`config.mk`:
```
export PLATFORM = sky130hd
export DESIGN_NAME = shift_add_mult_ctrl
export DESIGN_NICKNAME = d
export VERILOG_FILES = /design/src/rtl/mult_pkg.sv /design/src/rtl/mult_datapath.sv /design/src/rtl/shift_add_mult_ctrl.sv
export SDC_FILE = /design/constraint.sdc
export NUM_CORES = 1
export LEC_CHECK = 0
export BUFFER_PORTS_ARGS = -buffer_cell sky130_fd_sc_hd__buf_2
export CAP_MARGIN = 0
export CORE_AREA = 3 3 53 65
export DETAILED_ROUTE_END_ITERATION = 10
export DIE_AREA = 0 0 56 68
export HOLD_SLACK_MARGIN = 0.03
export PLACE_DENSITY_LB_ADDON = 0.3
export SLEW_MARGIN = 20
export SYNTH_ARGS = -nofsm -noshare
export SYNTH_HDL_FRONTEND = slang
export SYNTH_SLANG_ARGS = --single-unit
```
`constraint.sdc`:
```
create_clock -name clk -period 3.3 [get_ports clk]
set_clock_uncertainty 0.05 [all_clocks]
set_input_delay 0.495 -clock clk [delete_from_list [all_inputs] [get_ports clk]]
set_output_delay 0.495 -clock clk [all_outputs]
set_load 0.02 [all_outputs]
```
`src/rtl/mult_pkg.sv`:
```
// Shared definitions for the shift-and-add multiplier slice.
// Provides the default operand width and the controller state encoding.
// Encoding 2'd3 is unused; the controller steers it back to IDLE.
package mult_pkg;

    localparam int DEFAULT_WIDTH = 8;

    localparam logic [1:0] ST_IDLE = 2'd0;
    localparam logic [1:0] ST_CALC = 2'd1;
    localparam logic [1:0] ST_DONE = 2'd2;

    typedef enum logic [1:0] {
        IDLE = ST_IDLE,
        CALC = ST_CALC,
        DONE = ST_DONE
    } state_e;

endpackage

```
`src/rtl/mult_datapath.sv`:
```
// Datapath of the sequential unsigned shift-and-add multiplier.
// Holds the multiplicand and the {carry, upper, lower} accumulator.
// Ports:
//   clk, reset  - rising-edge clock, asynchronous active-high reset
//   load_i      - capture a_i into mcand and {0, 0, b_i} into acc
//   step_i      - one conditional-add and right-shift iteration
//   a_i, b_i    - multiplicand / multiplier operands
//   product_o   - lower 2*WIDTH bits of the accumulator, always driven
module mult_datapath
    import mult_pkg::*;
#(
    parameter int WIDTH = DEFAULT_WIDTH
) (
    input  logic               clk,
    input  logic               reset,
    input  logic               load_i,
    input  logic               step_i,
    input  logic [WIDTH-1:0]   a_i,
    input  logic [WIDTH-1:0]   b_i,
    output logic [2*WIDTH-1:0] product_o
);

    logic [WIDTH-1:0] mcand_q, mcand_d;
    logic [2*WIDTH:0] acc_q, acc_d;
    logic [WIDTH:0]   sum;

    // The multiplier bits sit in the low half of acc and are consumed from
    // bit 0 as the partial product shifts in from above. The extra top bit
    // keeps the adder carry so the upper half never overflows.
    always_comb begin
        mcand_d = mcand_q;
        acc_d   = acc_q;
        sum     = acc_q[2*WIDTH:WIDTH] + (acc_q[0] ? {1'b0, mcand_q} : '0);
        if (load_i) begin
            mcand_d = a_i;
            acc_d   = {1'b0, {WIDTH{1'b0}}, b_i};
        end else if (step_i) begin
            acc_d = {sum, acc_q[WIDTH-1:0]} >> 1;
        end
    end

    always_ff @(posedge clk or posedge reset) begin
        if (reset) begin
            mcand_q <= '0;
            acc_q   <= '0;
        end else begin
            mcand_q <= mcand_d;
            acc_q   <= acc_d;
        end
    end

    assign product_o = acc_q[2*WIDTH-1:0];

endmodule

```
`src/rtl/shift_add_mult_ctrl.sv`:
```
// Sequential unsigned shift-and-add multiplier: controller plus datapath.
// One add/shift iteration per cycle; WIDTH iterations per product.
// Ports:
//   clk, reset  - rising-edge clock, asynchronous active-high reset
//   start_i     - request, honoured only in IDLE or DONE
//   a_i, b_i    - operands, captured on the accepting edge
//   busy_o      - high while iterating (CALC)
//   done_o      - one-cycle pulse, product_o valid
//   product_o   - 2*WIDTH-bit result, held until the next accepted start
module shift_add_mult_ctrl
    import mult_pkg::*;
#(
    parameter int WIDTH = DEFAULT_WIDTH
) (
    input  logic               clk,
    input  logic               reset,
    input  logic               start_i,
    input  logic [WIDTH-1:0]   a_i,
    input  logic [WIDTH-1:0]   b_i,
    output logic               busy_o,
    output logic               done_o,
    output logic [2*WIDTH-1:0] product_o
);

    localparam int CNT_W = (WIDTH > 1) ? $clog2(WIDTH) : 1;
    localparam logic [CNT_W-1:0] LAST_CNT = CNT_W'(WIDTH - 1);

    state_e           state_q, state_d;
    logic [CNT_W-1:0] cnt_q, cnt_d;
    logic             load;
    logic             step;

    // Next-state and enables. DONE behaves like IDLE for start so a held
    // start chains operations back-to-back; start during CALC is ignored.
    // The unused encoding falls through to default and returns to IDLE.
    always_comb begin
        state_d = state_q;
        cnt_d   = cnt_q;
        load    = 1'b0;
        step    = 1'b0;
        case (state_q)
            IDLE: begin
                if (start_i) begin
                    load    = 1'b1;
                    cnt_d   = '0;
                    state_d = CALC;
                end
            end
            CALC: begin
                step  = 1'b1;
                cnt_d = cnt_q + CNT_W'(1);
                if (cnt_q == LAST_CNT) begin
                    state_d = DONE;
                end
            end
            DONE: begin
                if (start_i) begin
                    load    = 1'b1;
                    cnt_d   = '0;
                    state_d = CALC;
                end else begin
                    state_d = IDLE;
                end
            end
            default: begin
                state_d = IDLE;
            end
        endcase
    end

    always_ff @(posedge clk or posedge reset) begin
        if (reset) begin
            state_q <= IDLE;
            cnt_q   <= '0;
        end else begin
            state_q <= state_d;
            cnt_q   <= cnt_d;
        end
    end

    assign busy_o = (state_q == CALC);
    assign done_o = (state_q == DONE);

    mult_datapath #(
        .WIDTH(WIDTH)
    ) u_datapath (
        .clk      (clk),
        .reset    (reset),
        .load_i   (load),
        .step_i   (step),
        .a_i      (a_i),
        .b_i      (b_i),
        .product_o(product_o)
    );

endmodule

```
==> flow_summary.yaml <==
placement:
  placed_area_sq_mm: 0.00180
  post-dp-hpwl_um: 2470
  pre_cts_ws_ns: 1.21
  gp_congestion: 0.835
  numPortBuffers: 36
  place_inst: 220
routing:
  wl_per_cell_um: 14.7
  first_pass_iters: 4
  drtIter0Drc: 39
  drc: 0
  drt-total-wl_um: 3360
  ant_nets: 0
  viasPerCell: 5.57
  vias: 1271
global_route:
  grt-ovfl-total: 0
  grt.total_usage_pct: 20.3
  grt_max_degree: 30
  grt_antenna_before_repair: 0
  grt_pass1_wl_um: 5800
  grt_pass1_vias: 1299
sta:
  worst_pin_slew_ns: 0.603
  finalSetupTns_ns: 0
  setup_violations: 0
  drv_slew: 0
  relSlewSlack_pct: 59.8
  max_freq_mhz: 472
  setup_ws_ns: 1.18
  hold_viol: 0
  finalCriticalPeriod_ns: 2.12
  rsz0062_at_grt: "no"
  fin_crit_sh_pct: 64.3
cts:
  cts_buffers: 5
  cts-hold-fix-buffers: 0
  htreeDepth: 2
  post_cts_buffers: 0
  clockBufferDepth: 2
  clock_latency_ns: 0.32
  cts_root_buf: "clkbuf_4"
  post_cts_resize_count: 0
  clkTransAtPathRegs_ns: 0.09
  cts_tree: "done"
  cts.sinks: 29
worst_setup_path:
  critPathMaxStageDelay_ns: 0.47
  timing_worst_setup_path_type: "reg -> reg"
  end_kind: "register"
  critPathLaunchType: "register"
  crit_chain: "and2_1 -> ha_1 -> inv_1 -> fa_1 -> nor2b_4 -> o21a_1 -> or3_1 -> a32o_1"
  arrival_ns: 2.29
  crit_required_ns: 3.47
  cp_max_fo: 10
  slowest_stage: "dfrtp_1"
layout:
  seqCellArea_sq_um: 726
  nNetsFinal: 223
  synthToLayoutAreaGrowth_pct: 16.0
  n_antenna_cell: 0
  multi_input_area_sq_um: 816
  stdcell_area_sq_mm: 0.00189
  n_fill_cell: 237
  instances_no_fill: 228
  layout-drive-gt1-share_pct: 29.4
yosys:
  synthCells: 156
  ys_async_sr_fraction_pct: 100
  yosysMostFrequentCell: "dfrtp_1"
  synth_cell_types: 37
  synth_top_area_cell: "dfrtp_1"
  synth_edf_count: 0
  yosysSeqAreaShare_pct: 44.6
  avgSynthCellArea_sq_um: 10.4
  synth_area_leaders: "dfrtp_1 (45%), ha_1 (7.7%), mux2_2 (5.5%)"
  synth_common_cells: "dfrtp_1 (29), nand2_1 (23), o21ai_0 (11), a22oi_1 (10), ha_1 (10)"
  yosys_warnings: 0
  synth_seq_cells: 29
  ys.flop_type: "dfrtp_1"
  synth_top_area_share_pct: 44.6
  synthesis.nets: 186
  netlist_area_sq_mm: 0.00163
floorplanning:
  io_pins: 37
  die_h_um: 68
  die_w_um: 56
  die-area_sq_mm: 0.00381
  initial_core_util_pct: 57.3
  core_sq_mm: 0.00284
  floorplan.rows: 21
pwr:
  p_leak_nw: 0.956
  ir_drop_mv: 0.682
  p_per_area_mw_per_mm2: 1090
  p_total_mw: 2.05
flow_run:
  drv_cap: 0
worst_hold_path:
  hp-class: "in -> async"
run_status:
  status: "complete, no violations"
==> power breakdown <==
group / leakage, nW / switching, mW / internal [mW]
logic: 0.556 / 0.617 / 0.456
clock network: 0.0455 / 0.118 / 0.181
registers: 0.355 / 0.144 / 0.533
==> final timing paths <==
| kind | cells past startpoint | to | start | slack [ns] |
|---|---|---|---|---|
| hold / removal | 2 | u_datapath.acc_q[3]$_DFFE_PP0P_ | reset | 0.18 |
| hold reg to reg | 1 | u_datapath.mcand_q[3]$_DFFE_PP0P_ | u_datapath.mcand_q[3]$_DFFE_PP0P_ | 0.46 |
| setup / recovery | 8 | u_datapath.acc_q[11]$_DFFE_PP0P_ | u_datapath.acc_q[0]$_DFFE_PP0P_ | 1.18 |
| min in group clk | 3 | u_datapath.acc_q[7]$_DFFE_PP0P_ | b_i[7] | 0.33 |
| max in group asynchronous | 2 | u_datapath.acc_q[14]$_DFFE_PP0P_ | reset | 2.62 |
| setup reg to reg | 8 | u_datapath.acc_q[11]$_DFFE_PP0P_ | u_datapath.acc_q[0]$_DFFE_PP0P_ | 1.18 |
==> sequential cells by signal, summed over array words and instances (netlist names) <==
name,count
cnt_q,3
state_q,2
u_datapath.acc_q,16
u_datapath.mcand_q,8
==> cell families after synthesis <==
group | Yosys count | share of synthesized area (%)
flops | 29 | 44.6
fa+ha+maj | 11 | 8.92
xor+xnor | 3 | 1.62
simple gates | 52 | 17.0
buf+inv | 13 | 5.23
mux | 10 | 6.77
compound gates | 38 | 15.8
==> cell usage in the layout, fill, tap and decap left out, types with 2 or more instances in the layout <==
cell,Yosys,routed
buf_2,2,36
dfrtp_1,29,29
nand2_1,23,23
o21ai_0,11,11
a22oi_1,10,10
ha_1,10,10
and2_1,9,9
mux2_2,8,8
a21oi_1,5,5
nor2_1,5,5
clkbuf_4,0,5
a22o_1,4,4
inv_1,5,4
nor2b_1,2,2
o21bai_1,2,2
nor3_1,2,2
mux2i_1,2,2
xor2_1,2,2
a21o_1,2,2
or3_1,2,2
==> worst max-delay path, delay by kind of cell, from the launching register on <==
kind	cells	cell delay [ns]
buf+inv	1	0.07
simple gates	3	0.55
fa+ha+maj	2	0.44
compound gates	2	0.43
flops	1	0.47
==> through the flow <==
step | hold slack, ns | util [%]
CTS | 0.315 | 66.5
floorplan | 0.415 | -
global route | 0.207 | 66.5
finish | 0.180 | 66.5
detailed placement | 0.441 | 63.5
global placement | 0.432 | 63.5
==> metal layers <==
layer	share of wire [%]	up-vias	global-route usage, %	routed length (um)
met1	42	586	22.9	1400
met3	6.6	9	6.23	223
met4	2.6	0	13.1	87
met5	0	-	0	0
li1	-	628	-	-
met2	49	48	33.8	1640
==> layout make-up <==
type | count | area share [%]
Multi-Input combinational cell | 114 | 43.2
Sequential cell | 29 | 38.5
Timing Repair Buffer | 37 | 9.95
Clock buffer | 7 | 2.92
Tap cell | 34 | 2.25
Clock inverter | 1 | 1.59
Inverter | 6 | 1.59
(Power assumes the default switching activity.)
